File: src/rtl/cache_mem_arbiter_if.sv
// -----------------------------------------------------------------------------
// cache_mem_arbiter_if
//
// Bundles the cache-side request/response lines and the RAM-side strobe/status
// lines seen by cache_mem_arbiter.
//
//   Cache side : iREN, dREN, dWEN, iaddr, daddr, dstore   (requests)
//                iwait, dwait, iload, dload               (responses)
//   RAM side   : ramREN, ramWEN, ramaddr, ramstore        (commands)
//                ramload, ramstate                        (RAM answer)
//   Status     : err (sticky timeout / RAM error flag)
//
// Modports
//   slave  : the arbiter (answers the caches, commands the RAM)
//   master : the environment (caches issuing requests, RAM answering them)
// -----------------------------------------------------------------------------
interface cache_mem_arbiter_if;

  // Cache requests
  logic        iREN;
  logic        dREN;
  logic        dWEN;
  logic [31:0] iaddr;
  logic [31:0] daddr;
  logic [31:0] dstore;

  // Cache responses
  logic        iwait;
  logic        dwait;
  logic [31:0] iload;
  logic [31:0] dload;

  // RAM port
  logic        ramREN;
  logic        ramWEN;
  logic [31:0] ramaddr;
  logic [31:0] ramstore;
  logic [31:0] ramload;
  logic [1:0]  ramstate;

  // Status
  logic        err;

  modport slave (
    input  iREN, dREN, dWEN, iaddr, daddr, dstore, ramload, ramstate,
    output iwait, dwait, iload, dload, ramREN, ramWEN, ramaddr, ramstore, err
  );

  modport master (
    output iREN, dREN, dWEN, iaddr, daddr, dstore, ramload, ramstate,
    input  iwait, dwait, iload, dload, ramREN, ramWEN, ramaddr, ramstore, err
  );

endinterface

File: src/rtl/cache_mem_arbiter.sv
// -----------------------------------------------------------------------------
// cache_mem_arbiter
//
// Memory-side responder for the instruction and data caches. Serialises
// instruction reads, data reads and data writes onto one single-port RAM.
// Data requests win over instruction fetches, except that after STARVE_LIMIT
// consecutive data completions with a fetch pending, the fetch is forced
// through. A grant that sees neither ACCESS nor ERROR for RAM_TIMEOUT cycles
// is abandoned and the sticky err flag is raised.
//
// Parameters
//   STARVE_LIMIT : data grants allowed while iREN waits (1..15)
//   RAM_TIMEOUT  : grant cycles without ACCESS before abort (1..65535)
//
// Ports
//   CLK  : clock, rising edge
//   RST  : asynchronous, active-high reset
//   bus  : cache_mem_arbiter_if.slave
//          in : iREN dREN dWEN iaddr daddr dstore ramload ramstate
//          out: iwait dwait iload dload ramREN ramWEN ramaddr ramstore err
// -----------------------------------------------------------------------------
module cache_mem_arbiter #(
  parameter int unsigned STARVE_LIMIT = 4,
  parameter int unsigned RAM_TIMEOUT  = 255
) (
  input  logic               CLK,
  input  logic               RST,
  cache_mem_arbiter_if.slave bus
);

  localparam int unsigned TW = $clog2(RAM_TIMEOUT + 1);

  localparam logic [1:0]    RAM_ACCESS = 2'b10;
  localparam logic [1:0]    RAM_ERROR  = 2'b11;
  localparam logic [3:0]    SCNT_LIMIT = 4'(STARVE_LIMIT);
  // The counter holds the number of grant cycles already spent without
  // ACCESS, so the cycle that would make it RAM_TIMEOUT is the last one.
  localparam logic [TW-1:0] TCNT_LAST  = TW'(RAM_TIMEOUT - 1);

  typedef enum logic [1:0] {
    IDLE = 2'd0,
    DGNT = 2'd1,
    IGNT = 2'd2
  } state_t;

  // ---------------------------------------------------------------------------
  // State
  // ---------------------------------------------------------------------------
  state_t        r_state;
  logic [31:0]   r_addr;    // address owned by the current grant
  logic [31:0]   r_store;   // write data owned by the current grant
  logic          r_wr;      // current data grant is a write
  logic          r_ramren;
  logic          r_ramwen;
  logic          r_err;
  logic [TW-1:0] r_tcnt;    // grant cycles spent without ACCESS
  logic [3:0]    r_scnt;    // data completions while a fetch was pending

  // ---------------------------------------------------------------------------
  // Combinational decode
  // ---------------------------------------------------------------------------
  state_t w_state_nxt;
  logic   w_dreq;
  logic   w_access;
  logic   w_starve;
  logic   w_grant;
  logic   w_cancel;   // owning request withdrawn or its address changed
  logic   w_fault;    // RAM error or timeout expiry
  logic   w_done;     // completion pulse this cycle

  assign w_dreq   = bus.dREN | bus.dWEN;
  assign w_access = (bus.ramstate == RAM_ACCESS);
  assign w_starve = bus.iREN && (r_scnt == SCNT_LIMIT);
  assign w_grant  = (r_state == DGNT) || (r_state == IGNT);

  // NOTE: every signal written here gets a default first, so no path through
  // the case statement leaves one unassigned and infers a latch.
  always_comb begin
    w_state_nxt = r_state;
    w_cancel    = 1'b0;
    w_fault     = 1'b0;
    w_done      = 1'b0;

    unique case (r_state)
      IDLE: begin
        if (w_dreq && !w_starve) begin
          w_state_nxt = DGNT;
        end else if (bus.iREN) begin
          w_state_nxt = IGNT;
        end
      end

      DGNT, IGNT: begin
        if (r_state == DGNT) begin
          // A read that turns into a write (or vice versa) is a new request.
          w_cancel = !(r_wr ? bus.dWEN : bus.dREN) || (bus.daddr != r_addr);
        end else begin
          w_cancel = !bus.iREN || (bus.iaddr != r_addr);
        end

        // ACCESS excludes both ERROR and a timeout in the same cycle, so only
        // a cancel can suppress a completion.
        w_fault = (bus.ramstate == RAM_ERROR) ||
                  (!w_access && (r_tcnt == TCNT_LAST));
        w_done  = w_access && !w_cancel;

        if (w_cancel || w_access || w_fault) begin
          w_state_nxt = IDLE;
        end
      end

      default: w_state_nxt = IDLE;
    endcase
  end

  // ---------------------------------------------------------------------------
  // Sequential
  // ---------------------------------------------------------------------------
  // NOTE: state is updated with non-blocking assignments so every register
  // samples the pre-edge values, independent of statement order.
  always_ff @(posedge CLK or posedge RST) begin
    if (RST) begin
      r_state  <= IDLE;
      r_addr   <= '0;
      r_store  <= '0;
      r_wr     <= 1'b0;
      r_ramren <= 1'b0;
      r_ramwen <= 1'b0;
      r_err    <= 1'b0;
      r_tcnt   <= '0;
      r_scnt   <= '0;
    end else begin
      r_state <= w_state_nxt;

      if (r_state == IDLE) begin
        if (w_state_nxt == DGNT) begin
          r_addr   <= bus.daddr;
          r_store  <= bus.dstore;
          r_wr     <= bus.dWEN;
          r_ramren <= !bus.dWEN;
          r_ramwen <= bus.dWEN;
          r_tcnt   <= '0;
        end else if (w_state_nxt == IGNT) begin
          r_addr   <= bus.iaddr;
          r_wr     <= 1'b0;
          r_ramren <= 1'b1;
          r_ramwen <= 1'b0;
          r_tcnt   <= '0;
        end
      end

      if (w_grant) begin
        if (w_state_nxt == IDLE) begin
          r_ramren <= 1'b0;
          r_ramwen <= 1'b0;
        end

        // Never exceeds RAM_TIMEOUT: the grant is left when it would.
        if (!w_access) begin
          r_tcnt <= r_tcnt + TW'(1);
        end

        if (w_fault) begin
          r_err <= 1'b1;
        end

        if (w_done) begin
          if (r_state == IGNT || !bus.iREN) begin
            r_scnt <= '0;
          end else if (r_scnt != SCNT_LIMIT) begin
            r_scnt <= r_scnt + 4'd1;
          end
        end
      end
    end
  end

  // ---------------------------------------------------------------------------
  // Outputs
  // ---------------------------------------------------------------------------
  assign bus.iwait    = !((r_state == IGNT) && w_done);
  assign bus.dwait    = !((r_state == DGNT) && w_done);
  assign bus.iload    = bus.ramload;
  assign bus.dload    = bus.ramload;
  assign bus.ramREN   = r_ramren;
  assign bus.ramWEN   = r_ramwen;
  assign bus.ramaddr  = r_addr;
  assign bus.ramstore = r_store;
  assign bus.err      = r_err;

  // ---------------------------------------------------------------------------
  // Interface contract
  // ---------------------------------------------------------------------------
  // The data cache never asks for a read and a write at once.
  a_no_rd_wr: assert property (@(posedge CLK) disable iff (RST)
    !(bus.dREN && bus.dWEN));

  // Only one requester can own the RAM, so at most one wait line drops.
  a_one_hit: assert property (@(posedge CLK) disable iff (RST)
    bus.iwait || bus.dwait);

endmodule

File: src/flat_wrapper.sv
// flat-port wrapper written by rule: the top's interface ports become plain ports
module cache_mem_arbiter_flat 
#(
  parameter int unsigned STARVE_LIMIT = 4,
  parameter int unsigned RAM_TIMEOUT  = 255
)
  (CLK, RST, bus_iREN, bus_dREN, bus_dWEN, bus_iaddr, bus_daddr, bus_dstore, bus_ramload, bus_ramstate, bus_iwait, bus_dwait, bus_iload, bus_dload, bus_ramREN, bus_ramWEN, bus_ramaddr, bus_ramstore, bus_err);
  cache_mem_arbiter_if bus_i ();
  input  logic CLK;
  input  logic RST;
  input wire logic [$bits(bus_i.iREN)-1:0] bus_iREN;
  input wire logic [$bits(bus_i.dREN)-1:0] bus_dREN;
  input wire logic [$bits(bus_i.dWEN)-1:0] bus_dWEN;
  input wire logic [$bits(bus_i.iaddr)-1:0] bus_iaddr;
  input wire logic [$bits(bus_i.daddr)-1:0] bus_daddr;
  input wire logic [$bits(bus_i.dstore)-1:0] bus_dstore;
  input wire logic [$bits(bus_i.ramload)-1:0] bus_ramload;
  input wire logic [$bits(bus_i.ramstate)-1:0] bus_ramstate;
  output wire logic [$bits(bus_i.iwait)-1:0] bus_iwait;
  output wire logic [$bits(bus_i.dwait)-1:0] bus_dwait;
  output wire logic [$bits(bus_i.iload)-1:0] bus_iload;
  output wire logic [$bits(bus_i.dload)-1:0] bus_dload;
  output wire logic [$bits(bus_i.ramREN)-1:0] bus_ramREN;
  output wire logic [$bits(bus_i.ramWEN)-1:0] bus_ramWEN;
  output wire logic [$bits(bus_i.ramaddr)-1:0] bus_ramaddr;
  output wire logic [$bits(bus_i.ramstore)-1:0] bus_ramstore;
  output wire logic [$bits(bus_i.err)-1:0] bus_err;
  assign bus_i.iREN = bus_iREN;
  assign bus_i.dREN = bus_dREN;
  assign bus_i.dWEN = bus_dWEN;
  assign bus_i.iaddr = bus_iaddr;
  assign bus_i.daddr = bus_daddr;
  assign bus_i.dstore = bus_dstore;
  assign bus_i.ramload = bus_ramload;
  assign bus_i.ramstate = bus_ramstate;
  assign bus_iwait = bus_i.iwait;
  assign bus_dwait = bus_i.dwait;
  assign bus_iload = bus_i.iload;
  assign bus_dload = bus_i.dload;
  assign bus_ramREN = bus_i.ramREN;
  assign bus_ramWEN = bus_i.ramWEN;
  assign bus_ramaddr = bus_i.ramaddr;
  assign bus_ramstore = bus_i.ramstore;
  assign bus_err = bus_i.err;
  cache_mem_arbiter #(.STARVE_LIMIT(STARVE_LIMIT), .RAM_TIMEOUT(RAM_TIMEOUT)) u_core (.CLK(CLK), .RST(RST), .bus(bus_i));
endmodule
File: config.mk
export PLATFORM = sky130hd
export DESIGN_NAME = cache_mem_arbiter_flat
export DESIGN_NICKNAME = d
export VERILOG_FILES = /design/src/rtl/cache_mem_arbiter_if.sv /design/src/rtl/cache_mem_arbiter.sv /design/src/flat_wrapper.sv
export SDC_FILE = /design/constraint.sdc
export NUM_CORES = 1
export LEC_CHECK = 0
export ABC_AREA = 1
export CAP_MARGIN = 30
export CORE_MARGIN = 4
export CORE_UTILIZATION = 44
export DETAILED_ROUTE_END_ITERATION = 10
export GPL_ROUTABILITY_DRIVEN = 0
export PLACE_DENSITY_LB_ADDON = 0.15
export SYNTH_ARGS = -nofsm -noshare
export SYNTH_HDL_FRONTEND = slang
export SYNTH_SLANG_ARGS = --single-unit
export TNS_END_PERCENT = 1
File: constraint.sdc
create_clock -name CLK -period 4.58 [get_ports CLK]
set_input_delay 0.916 -clock CLK [delete_from_list [all_inputs] [get_ports CLK]]
set_output_delay 0.916 -clock CLK [all_outputs]
set_load 0.005 [all_outputs]
== Word level (Yosys, flattened, before mapping) ==
Index checks and enable logic that the tools add are counted.
Storage, ports and cells
  ROM bits: 0
  bits in writable memories: 0
  memories: 0
  input bits: 135
  output and inout bits: 133
  word-level logic and storage cells: 83
  register bits after elaboration: 82
  latch bits: 0
Operators by class
  mux-type cells: 30
  order comparisons: 0
  divide/modulo/power cells: 0
  bitwise logic cells: 1
  eq/ne operators: 11
  $mul: 0
  shifts and indexed selects: 0
  reduce and logical (&&, ||, !) cells: 30
  $add $sub $neg: 2
Operator list (count)
  $mux W32: 2
  $ne A32 B32 Y1: 2
  $mux W8: 5
  $mux W1: 17
  $add A8 B1 Y8 const B: 1
  $eq A2 B2 Y1 const B: 4
  $eq A8 B8 Y1 const B: 1
  $logic_not A1 Y1: 8
  $mux W4: 2
  $logic_or A1 B1 Y1: 7
  $logic_and A1 B1 Y1: 6
  $mux W2: 3
  $reduce_and A2 Y1: 3
  $add A4 B1 Y4 const B: 1
  $eq A2 B1 Y1 const B: 2
  $eq A4 B3 Y1 const B: 1
  $logic_not A2 Y1: 2
  $ne A4 B3 Y1 const B: 1
  $pmux W2 S2: 1
  $reduce_bool A2 Y1: 2
  $reduce_and A3 Y1: 1
  $reduce_or A2 Y1: 1
  $or A1 B1 Y1: 1

== Depth between registers and ports, before layout ==
Gate-level depths: netlist of the first run.
  depth in word-level cells: 15
  mapped depth: 22
  mapped depth without buffers: 22

== Worst setup path after synthesis of the first run ==
OpenSTA, ideal clock, no wires.
  path type: input to register
  start: in bus_iaddr[0]
  end: reg u_core.r_tcnt[5]
  buffers on the path: 0
  setup time: 63 ps
  stages: 20
  data arrival time: 2835 ps
  slack: 1682 ps
  required time: 4517 ps
  cell sequence: inv_1 nor2_1 nor2_1 nand2_1 nor2_1 nand2_1 nor2_1 nand3_1 nand2_4 nand3_2 nand2_1 nand2_1 ha_1 o21ai_0 inv_1 nand2_1 inv_1 o21ai_0 o21ai_1 inv_1
On the way
  longest elaborated chain between the ends: 14
  elaborated cells between the ends (all ways): 15
  those cells by class: 3 x eq/ne; 9 x mux; 3 x reduce/logical
Ends and longest elaborated chain
  from (decl): RTL line flat_wrapper.sv:14  | input wire logic [$bits(bus_i.iaddr)-1:0] bus_iaddr;
  $ne A32 B32 Y1 (*): RTL line cache_mem_arbiter.sv:98  | w_cancel = !bus.iREN || (bus.iaddr != r_addr);
  $logic_or A1 B1 Y1 (*): RTL line cache_mem_arbiter.sv:98
  $mux W1 (*): RTL line cache_mem_arbiter.sv:94  | if (r_state == DGNT) begin
  $mux W1 (*): RTL line cache_mem_arbiter.sv:84  | unique case (r_state)
  $logic_or A1 B1 Y1 (*) (2 in series): RTL line cache_mem_arbiter.sv:107  | if (w_cancel || w_access || w_fault) begin
  $mux W2 (*): RTL line cache_mem_arbiter.sv:107
  $pmux W2 S2 (*): RTL line cache_mem_arbiter.sv:84
  $eq A2 B2 Y1: RTL line cache_mem_arbiter.sv:143  | end else if (w_state_nxt == IGNT) begin
  $mux W8: RTL line cache_mem_arbiter.sv:143
  $mux W8 (*): RTL line cache_mem_arbiter.sv:136  | if (w_state_nxt == DGNT) begin
  $mux W8 (*): RTL line cache_mem_arbiter.sv:135  | if (r_state == IDLE) begin
  $mux W8: RTL line cache_mem_arbiter.sv:159  | if (!w_access) begin
  $mux W8 (*): RTL line cache_mem_arbiter.sv:152  | if (w_grant) begin
  to (signal assigned): RTL line cache_mem_arbiter.sv:160  | r_tcnt <= r_tcnt + TW'(1);
  to (decl): RTL line cache_mem_arbiter.sv:56  | logic [TW-1:0] r_tcnt;
Mark *: on every way between the ends. The rest lies on a longest branch, timed or not. The select of a mux whose other input is x is not followed.
A chain may end at the register's enable or synchronous reset.

== Worst setup path in the final report of the first run ==
  start: in bus_daddr[21]
  end: out bus_iwait
On the way
  longest elaborated chain between the ends: 9
Ends and longest elaborated chain
  from (decl): RTL line flat_wrapper.sv:15  | input wire logic [$bits(bus_i.daddr)-1:0] bus_daddr;
  $ne A32 B32 Y1: RTL line cache_mem_arbiter.sv:96  | w_cancel = !(r_wr ? bus.dWEN : bus.dREN) || (bus.daddr != r_addr);
  $logic_or A1 B1 Y1: RTL line cache_mem_arbiter.sv:96
  $mux W1: RTL line cache_mem_arbiter.sv:94
  $mux W1: RTL line cache_mem_arbiter.sv:84
  $logic_not A1 Y1: RTL line cache_mem_arbiter.sv:105  | w_done = w_access && !w_cancel;
  $logic_and A1 B1 Y1: RTL line cache_mem_arbiter.sv:105
  $mux W1: RTL line cache_mem_arbiter.sv:84
  $logic_and A1 B1 Y1: RTL line cache_mem_arbiter.sv:181  | assign bus.iwait = !((r_state == IGNT) && w_done);
  $logic_not A1 Y1: RTL line cache_mem_arbiter.sv:181
  to (decl): RTL line flat_wrapper.sv:19  | output wire logic [$bits(bus_i.iwait)-1:0] bus_iwait;
No other way between the ends. The select of a mux whose other input is x is not followed.

==> results.md, run 1 <==
* Run status: completed
* WHS at 0.476 ns
* Largest net degree at the start of global routing at 49
* Synth Area in Compound Gates at 0.115
* Fillcell total at 1064
* DR iter-0 viols at 426
* Vias per cell at 5.07
* Post-Synth Simple-Gate Area at 0.252
* Yosys reg bits at 82
* GRT Util Overall at 0.224
* Post-CTS Setup Repair Bufs at 0
* Number of cell rows at 39
* Max FO, Critical Path at 8
* Fin. Hold Viols at 0
* CP max-delay cell: clkdlybuf4s50_1
* Skew-Pair Late Insertion Delay at 0.34 ns
* Mux cell area share after synthesis at 0
* Worst path cell trace: clkdlybuf4s50_1 -> inv_1 -> nand2_1 -> nand2_1 -> inv_1 -> nand2_1 -> nor2_1 -> nand2_1 -> nor2_2 -> nand3_2 -> nand2_4 -> nand3_1 -> clkdlybuf4s50_1
* Final Util at 0.605
* FMAX at 259 MHz
* First drt pass iteration count at 5
* Final wirelength at 15700 um
* Clock Path Buffers at 2
* CP Launch Type: input port
* H-tree depth at 3
* DPL Wire Length at 11900 um
* Crit Path Class: input port to output pin
* Worst-margin pin slew at 0.674 ns
* Maximum vdd drop at 313 uV
* Core Box Area at 0.0116 mm^2
* Clk root buf: clkbuf_16
* Number of global-route vias before repair at 5086
* Worst EP arrival at 2.94 ns
* Min-delay worst type: flop to flop
* DRC at 0
* Normalized max-slew margin at 0.551
* # hold bufs at CTS at 0
* Reg-to-Reg End: u_core.bus.ramaddr[19]
* Antenna Nets Post-Route at 0
* Worst path max stage delay at 0.50 ns
* CTS Sinks at 82
* Initial Util at 0.458
* CP Data Required Time at 3.66 ns
* Most frequent CP cell: nand2_1
* Flop2flop setup slack at 1.38 ns
* # port buffers at 171
* Max_cap viols at 0
* First-pass GRT wire length at 25400 um
* Initial antenna violation count at 0
* Clk_skew at 0.00730 ns
* Static Leak at 0.00342 uW
* Worst r2r src: u_core.r_state[1]
* Reg2Reg Depth at 20
* Synth unique cells at 30
* PostCTS Resize Cnt at 0
* Post-Synthesis Cell Area at 0.00532 mm^2
* Full die area at 0.0139 mm^2
* Layout cells sized above 1 at 0.0544
* Nets at 1005
* Syn nets at 897
* CTS tree: yes
* WHS Path Cells at 2
* TNS Setup at 0 ns
* Period Utilization, post-route at 0.842
* Hold endpoint: u_core.r_scnt[3]
* Nature of the critical path endpoint: output pin
* Synth-to-Final Area Change at 32.1%
* Largest family of logic cells by synthesized area: simple AND/OR/NAND/NOR gates
* Fin crit period at 3.86 ns
* Yosys warns at 0
* Post-synthesis average cell area at 7.08 um^2
* Post-Synth XOR/XNOR Area at 0.0379
* Setup repair after global routing missed its margin: no
* Post-synthesis cell count at 751
* Chip height at 118 um
* PwrDens at 577 mW/mm^2
* Slew Viols, Final at 0
* Die W at 118 um
* DR WL/cell at 15.6 um
* CP top delay family: buffers and inverters
* Ant. Diodes at 0
* Count of final setup violators at 0
* CP bufs+invs at 4
* Via count at 5108
* IO Pins at 268
* Seq/Total Area, Yosys at 0.386
* Gr ovfl total at 0
* Clock-pin slew on the worst setup and hold paths at 0.06 ns
* Synth Area in Adders at 0.0259
* Hold Path Origin: u_core.r_scnt[3]
* TritonCTS buffer count at 9
[final cells by class]
type	instances	area (um^2)	share of cell area
tap	143	179	0.0255
clock inverter	7	76.3	0.0109
inverter	114	429	0.0611
sequential	82	2050	0.292
clock buffer	9	225	0.0321
multi-input combinational	473	2290	0.326
timing repair buffer	179	1770	0.252
[logic make-up after synthesis]
logic type / count (synthesis)
buffers and inverters: 196
XOR/XNOR: 23
flip-flops: 82
AO/OA/AOI/OAI: 115
AND/OR/NAND/NOR: 324
adder cells (fa/ha/maj): 11
[layout by cell type, fill, tap and decap left out, types with 3 or more instances in the layout]
cell	netlist	final
nand3_2	4	4
xnor2_1	22	22
inv_1	103	102
nand3_1	8	8
dfrtp_1	82	82
nor3_1	3	3
ha_1	11	11
inv_2	10	10
a21oi_1	39	39
clkdlybuf4s50_1	0	171
nor2_2	5	5
nand2_1	240	240
o21ai_1	3	3
buf_4	64	8
nand4_1	17	17
o21ai_0	55	55
o22ai_1	12	12
nor2_1	43	43
clkbuf_16	0	9
[how the worst max path moves through the flow]
stage / startpoint / end / cells after the start
floorplan: RST / u_core.bus.err / 1
global placement: bus_daddr[7] / u_core.bus.ramaddr[24] / 20
detailed placement: bus_daddr[21] / u_core.bus.ramaddr[11] / 20
CTS: bus_daddr[21] / bus_iwait / 13
global route: bus_daddr[7] / bus_iwait / 13
finish: bus_daddr[21] / bus_iwait / 13
[worst reg2reg max path, cell delays in order (launching register included)]
cell     delay (ns)
dfrtp_1        0.43
inv_1          0.09
ha_1           0.18
inv_1          0.06
nand2_1        0.05
nor2_1         0.10
nand2_1        0.05
nor2_1         0.11
nand2_1        0.06
nor2_1         0.11
nand3_1        0.13
nand2_4        0.13
nand3_2        0.09
nand2_1        0.07
nand2_1        0.07
ha_1           0.19
inv_1          0.36
buf_4          0.44
a21oi_1        0.13
o21ai_0        0.09
o21ai_0        0.11
[synthesized netlist by cell type, drive strengths merged]
cell | n | area [um^2]
a32o | 1 | 10.0
nand4 | 17 | 106
dfrtp | 82 | 2050
o21ai | 58 | 290
ha | 11 | 138
nand3 | 12 | 80.1
a21oi | 39 | 195
nor2 | 48 | 193
nor3 | 5 | 41.3
clkbuf | 17 | 63.8
o221ai | 2 | 17.5
xnor2 | 22 | 193
nor4 | 1 | 6.26
o21bai | 1 | 7.51
nand2 | 241 | 912
buf | 65 | 484
clkinv | 1 | 3.75
o22ai | 12 | 75.1
xor2 | 1 | 8.76
o211ai | 1 | 7.51
inv | 113 | 424
a22oi | 1 | 7.51
[sequential cells by signal, indices dropped and copies added, names as in the netlist]
signal / flops
u_core.r_state: 2
u_core.bus.ramWEN: 1
u_core.bus.ramaddr: 32
u_core.bus.ramstore: 32
u_core.r_tcnt: 8
u_core.bus.ramREN: 1
u_core.r_wr: 1
u_core.bus.err: 1
u_core.r_scnt: 4
[metrics by stage]
step                      instance area (um^2)  power (uW)  cells  worst slack [ns]
after floorplan                           5320        2320    751              1.56
after global placement                    6720        3250    991             0.694
after detailed placement                  6720        3300    991             0.629
after CTS                                 7020        4070   1007             0.737
after global routing                      7020        4360   1007             0.574
final                                     7020        4050   1007             0.722
[per-layer routing]
| layer | vias up | wire [um] | track usage |
|---|---|---|---|
| met2 | 250 | 7140 | 0.357 |
| met5 | - | 0 | 0 |
| met4 | 0 | 367 | 0.0806 |
| met3 | 36 | 1520 | 0.0764 |
| li1 | 2491 | - | - |
| met1 | 2331 | 6680 | 0.281 |
[power breakdown]
group	internal [uW]	switching [uW]
clock	427	321
combinational	984	987
sequential	1040	291
No activity file was read; power rests on OpenSTA's default activity.
==> run 2, diff against run 1 <==
Settings changed: CORE_UTILIZATION 44 to 41.
Clock period 4.58 ns to 3.66 ns, I/O delays scaled along.
==> results.md, run 2 (same netlist as run 1, synthesis figures left out) <==
* Slew Viols, Final at 0 (unchanged)
* Core Box Area at 0.0127 mm^2 (was 0.0116 mm^2)
* Grt met3 use at 0.0669 (was 0.0764)
* Static Leak at 0.00348 uW (was 0.00342 uW)
* Ant. Diodes at 0 (unchanged)
* Gr ovfl total at 0 (unchanged)
* GRT Util Overall at 0.210 (was 0.224)
* Synth-to-Final Area Change at 34.8% (was 32.1%)
* Clock share of power at 0.201 (was 0.185)
* Worst EP arrival at 2.74 ns (was 2.94 ns)
* Fin crit period at 3.47 ns
* # hold bufs at CTS at 0 (unchanged)
* Top Usage Layer GRT: met2 (unchanged)
* PostCTS Resize Cnt at 0 (unchanged)
* Post-CTS Setup Repair Bufs at 0 (unchanged)
* Antenna Nets Post-Route at 0 (unchanged)
* Clk_skew at 0.0100 ns (was 0.00730 ns)
* Final worst slack at 0.186 ns (was 0.722 ns)
* Crit Path Class: input port to output pin (unchanged)
* DPL Wire Length at 11900 um (about the same)
* Commonest non-fill, non-tap cell in the layout: nand2_1 (unchanged)
* Initial Util at 0.420 (was 0.458)
* H-tree depth at 3 (unchanged)
* Worst-margin pin slew at 0.671 ns (was 0.674 ns)
* Count of final setup violators at 0 (unchanged)
* DR iter-0 viols at 338 (was 426)
* First-pass GRT wire length at 24600 um (was 25400 um)
* Most frequent cells in the layout: nand2_1, clkdlybuf4s50_1, inv_1 (unchanged)
* Maximum vdd drop at 297 uV (was 313 uV)
* IO Pins at 268 (unchanged)
* TritonCTS buffer count at 9 (unchanged)
* Period Utilization, post-route at 0.949
* Vias per cell at 4.83 (was 5.07)
* Clk root buf: clkbuf_16 (unchanged)
* Met1 Resource Use GR at 0.267 (was 0.281)
* GRT met2 Usage at 0.335 (was 0.357)
* Min-delay worst type: flop to flop (unchanged)
* Largest net degree at the start of global routing at 45 (was 49)
* Fin. Hold Viols at 0 (unchanged)
* PwrDens at 729 mW/mm^2 (was 577 mW/mm^2)
* Final wirelength at 15400 um (was 15700 um)
* CP Data Required Time at 2.93 ns (was 3.66 ns)
* Number of cell rows at 41 (was 39)
* Full die area at 0.0149 mm^2 (was 0.0139 mm^2)
* Max_cap viols at 0 (unchanged)
* Dpl ws at 0.168 ns (was 0.629 ns)
* Sequential cell fraction of total power at 0.319 (was 0.328)
* Nature of the critical path endpoint: output pin (unchanged)
* Initial antenna violation count at 0 (unchanged)
* First drt pass iteration count at 4 (was 5)
* Normalized max-slew margin at 0.552 (was 0.551)
* DRC at 0 (unchanged)
* Run status: completed (unchanged)
* Number of global-route vias before repair at 4961 (was 5086)
* Skew-Pair Late Insertion Delay at 0.33 ns (was 0.34 ns)
* FMAX at 288 MHz
* Power, Total at 5220 uW (was 4050 uW)
* Layout cells sized above 1 at 0.0577 (was 0.0544)
* Max FO, Critical Path at 8 (unchanged)
* Chip height at 122 um (was 118 um)
* Switching part of the total at 0.375 (was 0.395)
* Nets at 1008 (was 1005)
* Combinational power share at 0.480 (was 0.487)
* Psw at 1960 uW (was 1600 uW)
* CTS Sinks at 82 (unchanged)
* DR WL/cell at 14.8 um (was 15.6 um)
* Clock Path Buffers at 2 (unchanged)
* Via count at 5018 (was 5108)
* Die W at 122 um (was 118 um)
* TNS Setup at 0 ns (unchanged)
* P_int at 3260 uW (was 2450 uW)
* CTS tree: yes (unchanged)
* # port buffers at 171 (unchanged)
* Clock-pin slew on the worst setup and hold paths at 0.06 ns (about the same)
* Setup repair after global routing missed its margin: no (unchanged)
* CP Launch Type: input port (unchanged)
[run 2: power by group through the flow]
stage	logic (uW)	registers (uW)	clock network, uW
after floorplan	1260	1640	0
after global placement	2480	1660	0
after detailed placement	2520	1670	0
after CTS	2530	1670	1080
after global routing	2820	1730	1110
final	2510	1670	1050
[run 2: routing by layer]
metal / up-vias / part of all wire / routed length [um]
met2: 236 / 0.45 / 6980
met5: - / 0 / 0
met3: 33 / 0.095 / 1470
met4: 0 / 0.026 / 404
li1: 2486 / - / -
met1: 2263 / 0.43 / 6550
[run 2: cell type report]
| type | instances | area [um^2] |
|---|---|---|
| Clock buffer | 10 | 239 |
| Clock inverter | 6 | 113 |
| Fill cell | 1138 | 5500 |
| Inverter | 114 | 429 |
| Multi-Input combinational cell | 473 | 2290 |
| Sequential cell | 82 | 2050 |
| Tap cell | 172 | 215 |
| Timing Repair Buffer | 182 | 1830 |
[run 2: through the flow]
step | utilization | instance area, um^2 | cells | hold WS (ns)
finish | 0.566 | 7170 | 1039 | 0.485
CTS | 0.566 | 7170 | 1039 | 0.486
global route | 0.566 | 7170 | 1039 | 0.499
detailed placement | 0.538 | 6820 | 1023 | 0.466
global placement | 0.538 | 6820 | 1023 | 0.456
floorplan | - | 5320 | 751 | 0.442
[run 2: worst paths after layout]
check	startpoint	end	slack, ns	depth (start not counted)
worst max-delay path	bus_daddr[17]	bus_iwait	0.19	13
worst min-delay path	u_core.bus.ramstore[30]	u_core.bus.ramstore[30]	0.48	2
worst max register to register	u_core.r_state[1]	u_core.r_tcnt[5]	0.81	22
worst min register to register	u_core.bus.ramstore[30]	u_core.bus.ramstore[30]	0.48	2
max in group asynchronous	RST	u_core.r_scnt[0]	2.18	3
min in group asynchronous	RST	u_core.bus.ramstore[29]	0.81	2
[run 2: worst max-delay path, cell delays in order]
cell	delay (ns)
clkdlybuf4s50_1	0.52
inv_1	0.07
nand2_1	0.08
nand2_1	0.06
inv_1	0.05
nand2_1	0.05
nor2_1	0.09
nand2_1	0.11
nor2_2	0.16
nand3_2	0.10
nand2_4	0.13
nand3_1	0.09
clkdlybuf4s50_1	0.50
==> run 3, diff against run 2 <==
Settings changed: RECOVER_POWER set to 50.
==> results.md, run 3 (same netlist as run 1, synthesis figures left out) <==
* Worst-margin pin slew at 1.65 ns (was 0.671 ns)
* Worst EP arrival at 2.74 ns (about the same)
* Nets at 1008 (unchanged)
* Chip height at 122 um (unchanged)
* # port buffers at 171 (unchanged)
* Clk_skew at 0.00988 ns (was 0.0100 ns)
* Via count at 5042 (was 5018)
* CP max-delay cell: clkdlybuf4s50_1 (unchanged)
* TritonCTS buffer count at 9 (unchanged)
* Worst path cell trace: clkdlybuf4s50_1 -> inv_1 -> nand2_1 -> nand2_1 -> inv_1 -> nand2_1 -> nor2_1 -> nand2_1 -> nor2_2 -> nand3_2 -> nand2_4 -> nand3_1 -> clkdlybuf4s50_1 (unchanged)
* Period Utilization, post-route at 0.949 (about the same)
* Post-CTS Setup Repair Bufs at 0 (unchanged)
* Number of cell rows at 41 (unchanged)
* Footprint of the multi-input gates at 0.00229 mm^2 (about the same)
* Final worst slack at 0.185 ns (was 0.186 ns)
* GRT Util Overall at 0.210 (unchanged)
* Min-delay worst type: flop to flop (unchanged)
* Normalized max-slew margin at -0.107 (was 0.552)
* TNS Setup at 0 ns (unchanged)
* Worst path max stage delay at 0.52 ns (about the same)
* Max_cap viols at 1 (was 0)
* Violated checks: max-capacitance violations, max-slew violations
* Gr ovfl total at 0 (unchanged)
* Fin. Hold Viols at 0 (unchanged)
* CP top delay family: buffers and inverters (unchanged)
* Max FO, Critical Path at 8 (unchanged)
* H-tree depth at 3 (unchanged)
* DRC at 0 (unchanged)
* Clock-pin slew on the worst setup and hold paths at 0.06 ns (about the same)
* Most frequent CP cell: nand2_1 (unchanged)
* Skew-Pair Late Insertion Delay at 0.33 ns (about the same)
* Initial Util at 0.420 (unchanged)
* # hold bufs at CTS at 0 (unchanged)
* Core Box Area at 0.0127 mm^2 (unchanged)
* Largest net degree at the start of global routing at 45 (unchanged)
* DR WL/cell at 14.8 um (about the same)
* Ant. Diodes at 0 (unchanged)
* Fillcell total at 1140 (was 1138)
* PwrDens at 730 mW/mm^2 (was 729 mW/mm^2)
* Vias per cell at 4.85 (was 4.83)
* Commonest non-fill, non-tap cell in the layout: nand2_1 (unchanged)
* Final wirelength at 15400 um (about the same)
* DPL Wire Length at 11900 um (unchanged)
* Maximum vdd drop at 297 uV (about the same)
* CP Data Required Time at 2.93 ns (about the same)
* Clk root buf: clkbuf_16 (unchanged)
* Full die area at 0.0149 mm^2 (unchanged)
* Layout cells sized above 1 at 0.0565 (was 0.0577)
* Antenna Nets Post-Route at 0 (unchanged)
* Nature of the critical path endpoint: output pin (unchanged)
* First drt pass iteration count at 6 (was 4)
* IO Pins at 268 (unchanged)
* Count of final setup violators at 0 (unchanged)
* Crit Path Class: input port to output pin (unchanged)
* Run status: complete, but fails checks (was completed)
* CP Launch Type: input port (unchanged)
* Dpl ws at 0.168 ns (unchanged)
* Fin crit period at 3.47 ns (about the same)
* Static Leak at 0.00347 uW (was 0.00348 uW)
* Die W at 122 um (unchanged)
* Number of global-route vias before repair at 4961 (unchanged)
* Synth-to-Final Area Change at 34.5% (was 34.8%)
* Most frequent cells in the layout: nand2_1, clkdlybuf4s50_1, inv_1 (unchanged)
* Register area at 0.00205 mm^2 (unchanged)
* Setup repair after global routing missed its margin: no (unchanged)
* First-pass GRT wire length at 24600 um (unchanged)
* CTS tree: yes (unchanged)
* Initial antenna violation count at 0 (unchanged)
* CTS Sinks at 82 (unchanged)
* PostCTS Resize Cnt at 0 (unchanged)
* DR iter-0 viols at 336 (was 338)
* Clock Path Buffers at 2 (unchanged)
* FMAX at 288 MHz (about the same)
* CP bufs+invs at 4 (unchanged)
* Slew Viols, Final at 40 (was 0)
run 3: changes by cell type in the layout (fill, tap and decap cells not counted), sizes merged:
cell / before / now
clkinv: 4 / 3
buf: 11 / 10
clkbuf: 10 / 11
clkdlybuf4s50: 171 / 169
dlygate4sd3: 0 / 2
clkinvlp: 0 / 1
run 3: per-layer routing:
metal,vias to the layer above,GRT usage,part of all wire
met5,-,0,0
met4,0,0.0784,0.026
met3,33,0.0669,0.095
met2,241,0.335,0.45
met1,2282,0.267,0.43
li1,2486,-,-
run 3: path summary, 6_finish.rpt:
path                                          from  cells after the start                 endpoint  slack [ns]
setup / recovery                     bus_daddr[17]                     13                bus_iwait        0.19
hold / removal             u_core.bus.ramstore[30]                      2  u_core.bus.ramstore[30]        0.48
setup reg to reg                 u_core.r_state[1]                     22         u_core.r_tcnt[5]        0.81
hold reg to reg            u_core.bus.ramstore[30]                      2  u_core.bus.ramstore[30]        0.48
max in group asynchronous                      RST                      3         u_core.r_scnt[0]        0.59
min in group asynchronous                      RST                      2  u_core.bus.ramstore[29]        1.26
run 3: final cells by class:
| type | instances | area share |
|---|---|---|
| Clock buffer | 10 | 0.0334 |
| Clock inverter | 6 | 0.0157 |
| Inverter | 114 | 0.0600 |
| Multi-Input combinational cell | 473 | 0.320 |
| Sequential cell | 82 | 0.287 |
| Tap cell | 172 | 0.0301 |
| Timing Repair Buffer | 182 | 0.254 |
run 3: where the power goes:
| part | internal [uW] | leakage [uW] | switching [uW] | total (uW) |
|---|---|---|---|---|
| Clock | 688 | 0.000173 | 363 | 1050 |
| Combinational | 1270 | 0.00228 | 1230 | 2500 |
| Sequential | 1300 | 0.00102 | 365 | 1670 |
| Total | 3260 | 0.00347 | 1960 | 5220 |
run 3: worst min-delay path: cells and delay by family (launching register included):
kind	cells	cell delay, ns
flip-flops	1	0.35
AND/OR/NAND/NOR	2	0.10
run 3: through the flow:
step	power, uW	area, um^2	utilization	hold slack [ns]	std cells
after floorplan	2900	5320	-	0.442	751
after global placement	4140	6820	0.538	0.456	1023
after CTS	5270	7170	0.566	0.486	1039
final	5220	7150	0.564	0.485	1039
after detailed placement	4190	6820	0.538	0.466	1023
after global routing	5660	7150	0.564	0.499	1039
